$ cat config.mk
export PLATFORM = sky130hd
export DESIGN_NAME = gbt_link_supervisor
export DESIGN_NICKNAME = d
export VERILOG_FILES = /design/src/rtl/gbt_link_supervisor.sv
export SDC_FILE = /design/constraint.sdc
export NUM_CORES = 1
export LEC_CHECK = 0
export CAP_MARGIN = 30
export CORE_MARGIN = 2
export CORE_UTILIZATION = 50
export CTS_CLUSTER_DIAMETER = 200
export CTS_CLUSTER_SIZE = 16
export DETAILED_ROUTE_END_ITERATION = 10
export PLACE_DENSITY = 0.72
export RECOVER_POWER = 50
export SLEW_MARGIN = 20
export SYNTH_ARGS = -nofsm -noshare
export SYNTH_HDL_FRONTEND = slang
export SYNTH_SLANG_ARGS = --single-unit
$ cat constraint.sdc
create_clock -name clk -period 2.67 [get_ports clk]
set_clock_uncertainty 0.2 [all_clocks]
set_input_delay 0.534 -clock clk [delete_from_list [all_inputs] [get_ports clk]]
set_output_delay 0.534 -clock clk [all_outputs]
set_load 0.005 [all_outputs]
$ cat src/rtl/gbt_link_supervisor.sv
// gbt_link_supervisor
// Per-link bring-up and health supervisor for a bank of GBT links. Each link
// gets its own reset/lock/stability FSM with retry limiting, a permanent
// FAILED latch and a saturating counter of involuntary drops.
module gbt_link_supervisor #(
    parameter int NUM_LINKS           = 4,
    parameter int RESET_PULSE_CYCLES  = 16,
    parameter int LOCK_TIMEOUT_CYCLES = 12_000_000,
    parameter int STABLE_CYCLES       = 1200,
    parameter int MAX_RETRIES         = 7,
    parameter int CNT_W               = 16,
    localparam int RETRY_W            = $clog2(MAX_RETRIES + 1)
) (
    input  logic                         clk,
    input  logic                         reset,
    input  logic [NUM_LINKS-1:0]         los_i,
    input  logic [NUM_LINKS-1:0]         tx_ready_i,
    input  logic [NUM_LINKS-1:0]         rx_ready_i,
    input  logic [NUM_LINKS-1:0]         link_ready_i,
    input  logic [NUM_LINKS-1:0]         manual_reset_i,
    input  logic                         clear_counters_i,
    output logic [NUM_LINKS-1:0]         gbt_reset_o,
    output logic [NUM_LINKS-1:0]         link_up_o,
    output logic [NUM_LINKS-1:0]         link_failed_o,
    output logic [NUM_LINKS*RETRY_W-1:0] retry_count_o,
    output logic [NUM_LINKS*CNT_W-1:0]   drop_count_o
);

    // One shared timer per link serves the reset pulse, the lock timeout and
    // the stability window, so it is sized for the longest of the three.
    localparam int TMAX_A  = (RESET_PULSE_CYCLES > LOCK_TIMEOUT_CYCLES) ?
                             RESET_PULSE_CYCLES : LOCK_TIMEOUT_CYCLES;
    localparam int TMAX    = (TMAX_A > STABLE_CYCLES) ? TMAX_A : STABLE_CYCLES;
    localparam int TIMER_W = $clog2(TMAX + 1);

    localparam logic [TIMER_W-1:0] RESET_LAST  = TIMER_W'(RESET_PULSE_CYCLES - 1);
    localparam logic [TIMER_W-1:0] LOCK_LAST   = TIMER_W'(LOCK_TIMEOUT_CYCLES - 1);
    localparam logic [TIMER_W-1:0] STABLE_LAST = TIMER_W'(STABLE_CYCLES - 1);
    localparam logic [RETRY_W-1:0] RETRY_MAX   = RETRY_W'(MAX_RETRIES);

    localparam int SYNC_W = 4 * NUM_LINKS;

    typedef enum logic [2:0] {
        ST_LOS       = 3'd0,
        ST_RESET     = 3'd1,
        ST_WAIT_LOCK = 3'd2,
        ST_STABLE    = 3'd3,
        ST_UP        = 3'd4,
        ST_FAILED    = 3'd5
    } state_t;

    // Synchroniser layout: {los, tx_ready, rx_ready, link_ready}
    logic [SYNC_W-1:0]    sync1_d, sync1_q;
    logic [SYNC_W-1:0]    sync2_d, sync2_q;
    logic [NUM_LINKS-1:0] los_s;
    logic [NUM_LINKS-1:0] ready_s;

    // Next value of the two synchroniser stages
    always_comb begin
        sync1_d = {los_i, tx_ready_i, rx_ready_i, link_ready_i};
        sync2_d = sync1_q;
    end

    // Two-flop synchroniser for every asynchronous status bit
    always_ff @(posedge clk) begin
        if (reset) begin
            sync1_q <= '0;
            sync2_q <= '0;
        end else begin
            sync1_q <= sync1_d;
            sync2_q <= sync2_d;
        end
    end

    assign los_s   = sync2_q[3*NUM_LINKS +: NUM_LINKS];
    assign ready_s = sync2_q[2*NUM_LINKS +: NUM_LINKS]
                   & sync2_q[1*NUM_LINKS +: NUM_LINKS]
                   & sync2_q[0*NUM_LINKS +: NUM_LINKS];

    for (genvar g = 0; g < NUM_LINKS; g++) begin : g_link
        state_t             state_q, state_d;
        logic [TIMER_W-1:0] timer_q, timer_d;
        logic [RETRY_W-1:0] retry_q, retry_d, retry_inc;
        logic [CNT_W-1:0]   drop_q, drop_d;
        logic               drop_evt;
        logic               restart;

        // Link FSM: LOS beats manual restart, manual restart beats normal flow
        always_comb begin
            state_d   = state_q;
            retry_d   = retry_q;
            drop_evt  = 1'b0;
            restart   = 1'b0;
            retry_inc = retry_q + RETRY_W'(1);

            if (los_s[g]) begin
                state_d  = ST_LOS;
                retry_d  = '0;
                drop_evt = (state_q == ST_UP);
            end else if (manual_reset_i[g] && (state_q != ST_LOS)) begin
                // Restart even when already in RESET so the pulse is full length
                state_d = ST_RESET;
                retry_d = '0;
                restart = 1'b1;
            end else begin
                case (state_q)
                    ST_LOS: begin
                        state_d = ST_RESET;
                    end
                    ST_RESET: begin
                        if (timer_q == RESET_LAST) begin
                            state_d = ST_WAIT_LOCK;
                        end
                    end
                    ST_WAIT_LOCK: begin
                        if (ready_s[g]) begin
                            state_d = ST_STABLE;
                        end else if (timer_q == LOCK_LAST) begin
                            retry_d = retry_inc;
                            state_d = (retry_inc == RETRY_MAX) ? ST_FAILED : ST_RESET;
                        end
                    end
                    ST_STABLE: begin
                        if (!ready_s[g]) begin
                            retry_d = retry_inc;
                            state_d = (retry_inc == RETRY_MAX) ? ST_FAILED : ST_RESET;
                        end else if (timer_q == STABLE_LAST) begin
                            state_d = ST_UP;
                            retry_d = '0;
                        end
                    end
                    ST_UP: begin
                        if (!ready_s[g]) begin
                            state_d  = ST_RESET;
                            drop_evt = 1'b1;
                        end
                    end
                    ST_FAILED: begin
                        state_d = ST_FAILED;
                    end
                    default: begin
                        state_d = ST_RESET;
                        retry_d = '0;
                    end
                endcase
            end

            // Timer restarts from zero on every state entry and idles at zero
            // in the untimed states
            if (restart || (state_d != state_q)) begin
                timer_d = '0;
            end else if (state_q inside {ST_RESET, ST_WAIT_LOCK, ST_STABLE}) begin
                timer_d = timer_q + TIMER_W'(1);
            end else begin
                timer_d = '0;
            end
        end

        // Saturating drop counter; a clear overrides a simultaneous drop
        always_comb begin
            if (clear_counters_i) begin
                drop_d = '0;
            end else if (drop_evt && (drop_q != '1)) begin
                drop_d = drop_q + CNT_W'(1);
            end else begin
                drop_d = drop_q;
            end
        end

        // Per-link state, timer, retry and drop registers
        always_ff @(posedge clk) begin
            if (reset) begin
                state_q <= ST_RESET;
                timer_q <= '0;
                retry_q <= '0;
                drop_q  <= '0;
            end else begin
                state_q <= state_d;
                timer_q <= timer_d;
                retry_q <= retry_d;
                drop_q  <= drop_d;
            end
        end

        assign gbt_reset_o[g]   = (state_q == ST_LOS) || (state_q == ST_RESET) ||
                                  (state_q == ST_FAILED);
        assign link_up_o[g]     = (state_q == ST_UP);
        assign link_failed_o[g] = (state_q == ST_FAILED);
        assign retry_count_o[g*RETRY_W +: RETRY_W] = retry_q;
        assign drop_count_o[g*CNT_W +: CNT_W]      = drop_q;
    end

endmodule

# Yosys cells after proc, flatten, opt, wreduce, memory -nomap -nowiden
# Index checks and enable logic that the tools add are counted.
# word_totals
reg_bits	216
input_bits	23
output_inout_bits	88
word_cells	229
# op_classes
n_addsub	12
n_eq_ne	56
n_mux	84
n_bitwise	10
n_reduce_logical	49
# op_table
op	n
3-bit 2-to-1 mux	52
24-bit by 1-bit adder with 24-bit output (second input constant)	4
24-bit by 11-bit == test with 1-bit output (second input constant)	4
24-bit == test (second input constant)	4
24-bit by 4-bit == test with 1-bit output (second input constant)	4
16-bit by 1-bit adder with 16-bit output (second input constant)	4
16-bit inequality test (second input constant)	4
3-bit case mux with 5 select lines	4
3-bit == test (second input constant)	12
3-bit case mux with 3 select lines	4
3-bit by 2-bit == test with 1-bit output (second input constant)	8
1-bit 2-to-1 mux	24
3-bit nonzero test	8
3-bit OR reduction	8
2-bit inequality test (second input constant)	8
4-bit AND reduction	4
4-bit OR reduction	4
3-bit by 1-bit adder with 3-bit output (second input constant)	4
3-bit by 1-bit == test with 1-bit output (second input constant)	4
3-bit zero test	4
1-bit logical OR	12
3-bit inequality test	4
3-bit inequality test (second input constant)	4
4-bit AND	2
other kinds (3)	17

# Depth between registers and ports, before layout
# Gate-level depths: netlist of the first run.
# depth
ltp_word	11
ltp_mapped	11
mapped_depth_nobuf	8

# Worst setup path after synthesis of the first run
# No wires, ideal clock.
# synth_path
path_kind	register to register
start	register g_link[1].timer_q[0]
end	register g_link[1].timer_q[16]
setup_time_ns	0.117
arrival_ns	2.395
required_ns	2.353
path_slack_ns	-0.042
stages_incl_launch_ff	10
n_path_buf	1
synth_period_minus_slack_ns	2.712
path_cell_list	dfxtp_1 ha_1 and3_1 nand2_1 or4_1 a221o_1 o2111a_1 o211ai_2 buf_2 nor2_1
# synth_between
elab_chain_len	9
elab_cells_between_ends	15
cone_classes	add/sub (1); eq/ne (4); mux (8); reduce/logical (2)
# synth_rtl
item	line_no	source
from (decl)	82	logic [TIMER_W-1:0] timer_q, timer_d;
from (signal assigned)	179	timer_q <= timer_d;
24-bit by 11-bit == test with 1-bit output or 24-bit == test (tied branches)	127, 118	
3-bit 2-to-1 mux (on tied branches)	127, 118	
3-bit 2-to-1 mux (on tied branches)	124, 116	
3-bit case mux with 5 select lines	106	case (state_q)
3-bit 2-to-1 mux	100	end else if (manual_reset_i[g] && (state_q != ST_LOS)) begin
3-bit 2-to-1 mux	96	if (los_s[g]) begin
3-bit inequality test	150	if (restart || (state_d != state_q)) begin
1-bit logical OR	150	
3-bit OR reduction (no source line)	n/a	
# Parallel ways exist; a longest one is shown, timed or not.
# A chain may end at the register's enable or synchronous reset.

# Final worst setup path of the first run
# layout_path
start	register g_link[2].timer_q[6]
end	register g_link[2].timer_q[12]
# layout_between
elab_chain_len	9
elab_cells_between_ends	15
cone_classes	add/sub (1); eq/ne (4); mux (8); reduce/logical (2)
# layout_rtl
item	line_no
from (decl)	82
from (signal assigned)	179
24-bit by 11-bit == test with 1-bit output or 24-bit == test (tied branches)	127, 118
3-bit 2-to-1 mux (on tied branches)	127, 118
3-bit 2-to-1 mux (on tied branches)	124, 116
3-bit case mux with 5 select lines	106
3-bit 2-to-1 mux	100
3-bit 2-to-1 mux	96
3-bit inequality test	150
1-bit logical OR	150
3-bit OR reduction (no source line)	n/a
# Parallel ways exist; a longest one is shown, timed or not.

==> results of run 1 <==
-- routing by layer --
| metal | GRT usage (%) | vias up | share of wire, % |
|---|---|---|---|
| met5 | 0 | - | 0 |
| met4 | 4.13 | 0 | 1.7 |
| met3 | 3.56 | 36 | 4.3 |
| met2 | 34.6 | 189 | 47 |
| met1 | 27.2 | 4113 | 47 |
| li1 | - | 4458 | - |
-- layout make-up --
cell class	count	area [um^2]
Tap cell	270	338
Clock buffer	17	425
Timing Repair Buffer	179	1630
Clock inverter	1	8.76
Sequential cell	216	4330
Inverter	26	98.8
Fill cell	1791	7610
Multi-Input combinational cell	919	5590
-- sequential cells by signal, summed over array words and instances, names as in the netlist --
| name | cells |
|---|---|
| g_link.state_q | 12 |
| g_link.retry_q | 12 |
| sync2_q | 16 |
| g_link.timer_q | 96 |
| sync1_q | 16 |
| g_link.drop_q | 64 |
-- worst paths after layout --
| check | slack [ns] | start | endpoint |
|---|---|---|---|
| hold reg to reg | 0.23 | sync1_q[1] | sync2_q[1] |
| setup / recovery | -0.09 | g_link[2].timer_q[6] | g_link[2].timer_q[12] |
| setup reg to reg | -0.09 | g_link[2].timer_q[6] | g_link[2].timer_q[12] |
| hold / removal | 0.23 | sync1_q[1] | sync2_q[1] |
-- power breakdown --
group	switching [mW]	leakage (nW)	internal, mW
Clock	1.07	0.214	1.14
Sequential	0.0202	1.75	3.25
Combinational	0.107	2.66	0.0896
-- cells by family (layout without fill, tap and decap cells) --
| kind of cell | Yosys count | in the layout |
|---|---|---|
| and+or+nand+nor | 632 | 632 |
| DFF | 216 | 216 |
| xor gates and xnor gates | 136 | 136 |
| AOI/OAI and AO/OA | 131 | 131 |
| buffers and inverters | 71 | 223 |
| adders and majority gates | 16 | 16 |
| muxes | 4 | 4 |
-- per-stage QoR --
| stage | setup slack [ns] | power (mW) |
|---|---|---|
| 2_1_floorplan | -0.00627 | 3.45 |
| 4_1_cts | -0.0730 | 5.75 |
| 3_5_place_dp | -0.0911 | 3.54 |
| 3_3_place_gp | -0.0535 | 3.54 |
| 6_report | -0.0923 | 5.68 |
| 5_1_grt | -0.153 | 5.89 |
-- cell usage in the layout, fill, tap and decap left out, drive strengths merged, types with 18 or more instances in the layout --
master	netlist	routed
dfxtp	216	216
nor2	205	205
nand2	92	92
xor2	85	85
dlygate4sd3	0	64
buf	10	63
nand3	54	54
xnor2	51	51
nor2b	49	49
clkdlybuf4s50	0	45
and3	45	45
nand4	40	40
a21oi	37	37
nor3	34	34
o21ai	33	33
nor4	27	27
inv	25	26
clkbuf	35	24
or3	18	18
-- timing repair --
item / in CTS / in global routing
pin swaps: 1 / 1
gates cloned: 0 / 0
hold endpoints to repair: 0 / 0
hold buffers: 0 / 0
gates resized for setup: 12 / 16
setup endpoints to repair: 50 / 79
==> run summary, run 1 <==
Status -> complete, but fails checks
Violations in the final reports -> negative setup slack
Largest net degree at the start of global routing -> 44
Post-synth top cells -> 216 x dfxtp_1, 205 x nor2_1, 92 x nand2_1
Avg WL per Cell -> 13.6 um
RSZ-0062 raised after global routing -> true
Initial detailed-routing violation count -> 413
Crit-path leading delay family -> simple AND/OR/NAND/NOR gates
Post-layout min period -> 2.76 ns
Max Clock Freq -> 362 MHz
CP endpoint kind -> flop
Hold Crit Depth -> 1
Die Span Y -> 146 um
First-pass GRT wire length -> 37500 um
CTS Buf Count -> 17
Yosys top cell area share -> 42.8%
R2R cell count -> 8
I/O pins -> 111
Total wire length -> 22200 um
Core Area -> 20000 um^2
Top FF cell, synth -> dfxtp_1
Root buffer selected by CTS -> clkbuf_16
Peak supply drop -> 0.000545 V
Max H-tree Level -> 1
Worst-skew pair later-pin latency -> 0.47 ns
Critical Path Start Type -> flop
HPWL after detailed placement -> 16100 um
Share of flip-flops with an asynchronous set or reset -> 0%
Slew Limit Fails -> 0
Instance count on the critical path -> 8
Routability cong. -> 0.878
Adder-Cell Fraction of Synth Area -> 1.98%
ANT nets after route -> 0
Fin cells -> 1628
Leakage -> 4.62 nW
Rows -> 52
Total congestion overflow -> 0
Crit path max-delay cell type -> or4_1
CTS sink cnt -> 216
Overall routing resource usage -> 20.3%
Mapped Cells -> 1206
Post-synth EDFFs -> 0
Critical path cell sequence -> or4_1 > or4_4 > nor3_4 > a21oi_2 > o311a_1 > a22oi_2 > buf_12 > nor2_1
# setup viols final -> 46
Synth Area in Compound Gates -> 8.45%
Syn nets -> 1245
TNS Setup -> -1.99 ns
Largest cells by area after synthesis -> dfxtp_1 43%, nor2_1 7.6%, xor2_1 7.4%, xnor2_1 4.4%, nand2_1 3.4%
Post-route cell area -> 12400 um^2
CP max stage delay -> 0.50 ns
Period utilization -> 103%
Clock buffer depth -> 3
Crit-path max FO -> 24
Simple logic cell fraction of the synthesized area -> 31.6%
Unique masters post-synth -> 67
Count leader, synth -> dfxtp_1
Main combinational cell family by area after synthesis -> simple AND/OR/NAND/NOR gates
Fraction of layout instances using a drive strength above 1 -> 9.13%
Max_slew headroom -> 26.9%
Post-Synth XOR/XNOR Area -> 11.8%
Horiz. Die Dim -> 146 um
Slew @ Worst Pin -> 1.10 ns
MaxCap Viol Count -> 0
Vias/cell -> 5.40
Fin util -> 62.0%
Synth warnings -> 0
DRC violations left -> 0
Post-synthesis sequential area ratio -> 42.8%
Worst path arrival time -> 2.92 ns
Min-delay worst type -> reg -> reg
# nets final -> 1398
Largest area contributor in the netlist -> dfxtp_1
Placed cell area -> 11900 um^2
Layout area overhead -> 22.9%
Port bufs -> 110
Placed insts -> 1610
Cell Pwr Density -> 457 nW/um^2
Yosys reg bits -> 216
Diodes inserted -> 0
Initial Util -> 50.5%
Mapped cell area -> 10100 um^2
Setup ws final -> -0.0923 ns
Hold Worst Slack -> 0.232 ns
Die ar. -> 21400 um^2
Mux contribution to synthesized area -> 0.396%
Critical path required time -> 2.83 ns
Clock transition at the registers of the reported paths -> 0.07 ns
WS Path Type -> reg -> reg
Pre-antenna DRT Iters -> 5
TritonCTS clock tree -> yes
Final hold vios -> 0
Setup bufs post-CTS -> 0
Via count -> 8796
Initial antenna violation count -> 0
Worst path bufs/invs -> 1
Syn Area/Cell -> 8.38 um^2
Vias in the first global route -> 8010
No activity file was read; power rests on OpenSTA's default activity.
==> run 2: changes to the inputs <==
--- a/config.mk
+++ b/config.mk
@@ -5,12 +5,12 @@
 export SDC_FILE = /design/constraint.sdc
 export NUM_CORES = 1
 export LEC_CHECK = 0
-export CAP_MARGIN = 30
 export CORE_MARGIN = 2
 export CORE_UTILIZATION = 50
 export CTS_CLUSTER_DIAMETER = 200
 export CTS_CLUSTER_SIZE = 16
 export DETAILED_ROUTE_END_ITERATION = 10
+export GPL_TIMING_DRIVEN = 0
 export PLACE_DENSITY = 0.72
 export RECOVER_POWER = 50
 export SLEW_MARGIN = 20
==> run 2 against run 1 <==
Against the previous run: the flow still finishes with violations (negative setup slack); critical endpoint is now g_link[2].timer_q[18]; worst setup slack got worse by 0.064 ns; critical path type unchanged; largest power group unchanged; total power increased by 0.71%; highest routed layer unchanged; first-iteration DRC count increased by 0.97%.
==> run summary, run 2 (same netlist as run 1, synthesis figures left out) <==
Status -> complete, but fails checks
Violations in the final reports -> negative setup slack
CTS sink cnt -> 216
Commonest non-fill, non-tap cell in the layout -> dfxtp_1
Fraction of layout instances using a drive strength above 1 -> 9.76%
Total congestion overflow -> 0
Final hold vios -> 0
Top sig layer -> met4
Port bufs -> 109
Min-delay worst type -> reg -> reg
Sw Pwr -> 1.23 mW
TritonCTS clock tree -> yes
CP endpoint kind -> flop
Period utilization -> 106%
Worst path arrival time -> 3.00 ns
Hold Worst Slack -> 0.235 ns
Critical Path Start Type -> flop
Initial Util -> 50.5%
Commonest cells after routing, fill and taps aside -> 202 x dfxtp_1, 189 x nor2_1, 90 x nand2_1, 85 x xor2_1, 77 x dlygate4sd3_1
ANT nets after route -> 0
Biggest regs -> g_link.timer_q: 96 flops, g_link.drop_q: 64 flops
Diodes inserted -> 0
Pint -> 4.49 mW
Worst-skew pair later-pin latency -> 0.48 ns
Crit-path max FO -> 10
Avg WL per Cell -> 14.2 um
Via count -> 8870
Top reg by flops -> g_link.timer_q
Post-layout min period -> 2.83 ns
WS Path Type -> reg -> reg
Comb pwr share -> 4.0%
Clk pwr share -> 38.9%
Pre-CTS setup slack -> -0.601 ns
Fin util -> 62.1%
Cell Pwr Density -> 459 nW/um^2
Max H-tree Level -> 1
Max reg flops -> 96
Met2 Wirelength -> 10700 um
Critical path cell sequence -> or4_1 > or4_4 > nor3_4 > a21oi_2 > o311a_1 > a22oi_2 > buf_6 > buf_8 > nor2_1
MaxCap Viol Count -> 0
Critical path required time -> 2.84 ns
Leakage -> 4.55 nW
Setup ws final -> -0.156 ns
DR WL met3 -> 1360 um
Clock buffer depth -> 3
Initial detailed-routing violation count -> 417
CTS Hold Bufs -> 0
DRC violations left -> 0
Slew @ Worst Pin -> 0.584 ns
RSZ-0062 raised after global routing -> true
# setup viols final -> 47
I/O pins -> 111
Rows -> 52
Max Clock Freq -> 354 MHz
Clock transition at the registers of the reported paths -> 0.07 ns
# nets final -> 1392
Total wire length -> 23100 um
Peak supply drop -> 0.000350 V
HPWL after detailed placement -> 16500 um
CTS Buf Count -> 17
Largest net degree at the start of global routing -> 17
Pre-antenna DRT Iters -> 5
Die ar. -> 21400 um^2
Overall routing resource usage -> 21.1%
Root buffer selected by CTS -> clkbuf_16
CP max stage delay -> 0.48 ns
M1 wire length -> 10600 um
Horiz. Die Dim -> 146 um
Crit path max-delay cell type -> or4_1
Vias/cell -> 5.47
TNS Setup -> -4.02 ns
Sw frac -> 21.5%
Max_slew headroom -> 61.1%
First-pass GRT wire length -> 38700 um
Layout area overhead -> 23.1%
Initial antenna violation count -> 0
Reg power frac -> 57.1%
Die Span Y -> 146 um
Slew Limit Fails -> 0
Core Area -> 20000 um^2
Vias in the first global route -> 8235
Routability cong. -> 0.885
-- run 2: changes by cell type in the layout (fill, tap and decap cells not counted), sizes merged --
cell	previous run	this run
buf	63	36
clkbuf	24	46
clkdlybuf4s50	45	31
dlygate4sd3	64	77
-- run 2: worst paths after layout --
| kind | startpoint | to | slack [ns] | cells after the start |
|---|---|---|---|---|
| setup / recovery | g_link[2].timer_q[17] | g_link[2].timer_q[18] | -0.16 | 9 |
| hold / removal | sync1_q[11] | sync2_q[11] | 0.24 | 1 |
| setup reg to reg | g_link[2].timer_q[17] | g_link[2].timer_q[18] | -0.16 | 9 |
| hold reg to reg | sync1_q[11] | sync2_q[11] | 0.24 | 1 |
-- run 2: final cells by class --
type,instances,area (um^2)
fill,1828,7590
clock inverter,1,8.76
multi-input combinational,919,5720
tap,270,338
timing repair buffer,133,1280
inverter,26,98.8
buffer,40,231
clock buffer,17,425
sequential,216,4350
-- run 2: critical path, delay by kind of cell (launching register included) --
| family | cells | cell delay (ns) |
|---|---|---|
| flops | 1 | 0.36 |
| simple gates | 4 | 1.21 |
| compound gates | 3 | 0.68 |
| buf+inv | 2 | 0.26 |
-- run 2: per-layer routing --
metal / vias to the layer above / global-route usage [%]
li1: 4459 / -
met1: 4168 / 28.3
met2: 211 / 35.5
met3: 32 / 3.94
met4: 0 / 5.00
met5: - / 0
-- run 2: power groups by stage --
stage / Clock (mW) / Sequential, mW / Combinational (mW)
after detailed placement: 0 / 3.34 / 0.195
after CTS: 2.30 / 3.26 / 0.223
after global placement: 0 / 3.34 / 0.193
after global routing: 2.43 / 3.27 / 0.253
after floorplan: 0 / 3.34 / 0.117
final: 2.22 / 3.27 / 0.228
-- run 2: through the flow --
step	power (mW)	instance area (um^2)	cells
2_1_floorplan	3.45	10100	1206
3_3_place_gp	3.53	11600	1585
3_5_place_dp	3.54	11600	1585
4_1_cts	5.79	12300	1614
5_1_grt	5.95	12500	1622
6_report	5.72	12500	1622
-- run 2: timing repair --
item                                    CTS  global route
endpoints found under the setup margin  133           121
hold endpoints to repair                  0             0
setup buffers                            12             9
pin swaps                                36             8
gates resized for setup                  63            39
cloned                                    3             0
==> run 3: changes to the inputs <==
--- a/config.mk
+++ b/config.mk
@@ -12,7 +12,7 @@
 export DETAILED_ROUTE_END_ITERATION = 10
 export GPL_TIMING_DRIVEN = 0
 export PLACE_DENSITY = 0.72
-export RECOVER_POWER = 50
+export SKIP_CTS_REPAIR_TIMING = 1
 export SLEW_MARGIN = 20
 export SYNTH_ARGS = -nofsm -noshare
 export SYNTH_HDL_FRONTEND = slang
==> run 3 against run 2 <==
Against the previous run: the run still ends with negative setup slack left; global-route usage is 0.45 points lower; final area is 1.2% higher; non-clock buffer count is 7 higher; core utilization is 0.73 points higher; final cell count is 0.43% higher; die area stayed put; clock power hardly changed; total power is 0.26% higher; sequential cell count stayed put; fmax is 0.76% lower; sequential power hardly changed; combinational power is 5% higher; largest power group unchanged.
==> run summary, run 3 (same netlist as run 1, synthesis figures left out) <==
DRC violations left -> 0
Pre-antenna DRT Iters -> 5
Max reg flops -> 96
Crit-path max FO -> 10
Clock buffer depth -> 3
Sw frac -> 21.6%
CTS sink cnt -> 216
Pint -> 4.49 mW
Fraction of layout instances using a drive strength above 1 -> 10.6%
Max H-tree Level -> 1
Layout area overhead -> 24.6%
Core Area -> 20000 um^2
Hold Worst Slack -> 0.235 ns
Die Span Y -> 146 um
Root buffer selected by CTS -> clkbuf_16
Initial Util -> 50.5%
TNS Setup -> -4.47 ns
Diodes inserted -> 0
First-pass GRT wire length -> 38000 um
# nets final -> 1399
Setup ws final -> -0.178 ns
Max_slew headroom -> 59.7%
RSZ-0062 raised after global routing -> true
Reg2reg setup slack -> -0.18 ns
Critical Path Start Type -> flop
# fillers -> 1807
Rows -> 52
TritonCTS clock tree -> yes
Worst-skew pair later-pin latency -> 0.49 ns
Worst path arrival time -> 3.02 ns
Total congestion overflow -> 0
DR WL met3 -> 1430 um
Top sig layer -> met4
I/O pins -> 111
Via count -> 8926
Commonest non-fill, non-tap cell in the layout -> dfxtp_1
Reg-to-Reg End -> g_link[2].timer_q[18]
Top reg by flops -> g_link.timer_q
Clk pwr share -> 38.9%
Vias/cell -> 5.48
Status -> complete, but fails checks
Total wire length -> 23200 um
# setup viols final -> 44
Biggest regs -> g_link.timer_q: 96 flops, g_link.drop_q: 64 flops
Port bufs -> 109
Final hold vios -> 0
Routability cong. -> 0.885
Hold endpoint -> sync2_q[11]
Vias in the first global route -> 8125
WS Path Type -> reg -> reg
Peak supply drop -> 0.000361 V
R2R cell count -> 9
FF-to-FF Start -> g_link[2].timer_q[15]
ANT nets after route -> 0
CP endpoint kind -> flop
Initial detailed-routing violation count -> 419
Commonest cells after routing, fill and taps aside -> 204 x dfxtp_1, 185 x nor2_1, 108 x clkdlybuf4s50_1, 90 x nand2_1, 85 x xor2_1
Leakage -> 4.33 nW
HPWL after detailed placement -> 16500 um
MaxCap Viol Count -> 0
Largest net degree at the start of global routing -> 17
Hold Crit Depth -> 1
Met2 Wirelength -> 10700 um
Reg power frac -> 57.0%
Max Clock Freq -> 351 MHz
Initial antenna violation count -> 0
Die ar. -> 21400 um^2
Critical path required time -> 2.84 ns
Period utilization -> 107%
Overall routing resource usage -> 20.7%
Clock transition at the registers of the reported paths -> 0.07 ns
Violations in the final reports -> negative setup slack
Horiz. Die Dim -> 146 um
Post-layout min period -> 2.85 ns
Min-delay worst type -> reg -> reg
Slew Limit Fails -> 0
CTS Buf Count -> 17
Worst Min Path Start -> sync1_q[11]
Slew @ Worst Pin -> 0.605 ns
Avg WL per Cell -> 14.2 um
M1 wire length -> 10600 um
Sw Pwr -> 1.24 mW
Cell Pwr Density -> 455 nW/um^2
Comb pwr share -> 4.2%
-- run 3: changes by cell type in the layout (fill, tap and decap cells not counted), moves of 2 or more --
cell	before	now
nor4_2	5	2
nor4_1	21	23
clkdlybuf4s50_1	31	108
buf_4	21	27
nor2_1	189	185
nor2_4	2	7
dlygate4sd3_1	77	0
dfxtp_2	11	9
buf_8	1	3
dfxtp_1	202	204
clkbuf_1	24	22
-- run 3: layout make-up --
cell class              instances  area [um^2]  share of cell area (%)
multi-input cells             919         5780                    45.9
flip-flops and latches        216         4350                    34.5
repair buffers                141         1370                    10.8
clock buffers                  17          425                    3.38
well taps                     270          338                    2.68
plain buffers                  39          228                    1.81
inverters                      26          101                   0.805
clock inverters                 1         8.76                  0.0695
-- run 3: metrics by stage --
step | cell area [um^2] | utilization (%) | worst slack [ns] | total power [mW] | instances
floorplan | 10100 | - | -0.00627 | 3.45 | 1206
global placement | 11600 | 57.7 | -0.583 | 3.53 | 1585
detailed placement | 11600 | 57.7 | -0.601 | 3.54 | 1585
CTS | 12000 | 59.9 | -0.527 | 5.76 | 1603
global route | 12600 | 62.9 | -0.235 | 5.96 | 1629
finish | 12600 | 62.9 | -0.178 | 5.73 | 1629
-- run 3: worst max-delay path by stage --
stage                                     start                     to  slack, ns  cells after the start
after floorplan           g_link[2].timer_q[16]  g_link[2].timer_q[15]     -0.006                      8
after global placement        manual_reset_i[3]    g_link[3].drop_q[9]      -0.58                      8
after detailed placement      manual_reset_i[3]    g_link[3].drop_q[9]      -0.60                      8
after CTS                  g_link[3].timer_q[0]  g_link[3].timer_q[14]      -0.53                     11
after global routing      g_link[2].timer_q[16]  g_link[2].timer_q[18]      -0.23                      9
final                     g_link[2].timer_q[15]  g_link[2].timer_q[18]      -0.18                      9
-- run 3: power groups by stage --
| stage | registers, mW | clock network [mW] | logic [mW] |
|---|---|---|---|
| 3_3_place_gp | 3.34 | 0 | 0.193 |
| 5_1_grt | 3.27 | 2.43 | 0.265 |
| 2_1_floorplan | 3.34 | 0 | 0.117 |
| 3_5_place_dp | 3.34 | 0 | 0.195 |
| 4_1_cts | 3.26 | 2.30 | 0.197 |
| 6_report | 3.27 | 2.23 | 0.239 |
-- run 3: metal layers --
metal / vias up / global-route usage, %
li1: 4470 / -
met1: 4199 / 28.0
met2: 223 / 34.4
met3: 34 / 3.91
met4: 0 / 4.95
met5: - / 0
-- run 3: worst max-delay path, cell delays in order (launching register included) --
cell	delay (ns)
dfxtp_1	0.34
or4_4	0.56
or4_4	0.44
nor3_4	0.24
o21ai_2	0.11
o311a_1	0.31
a22oi_2	0.20
buf_6	0.15
buf_8	0.12
nor2_1	0.05
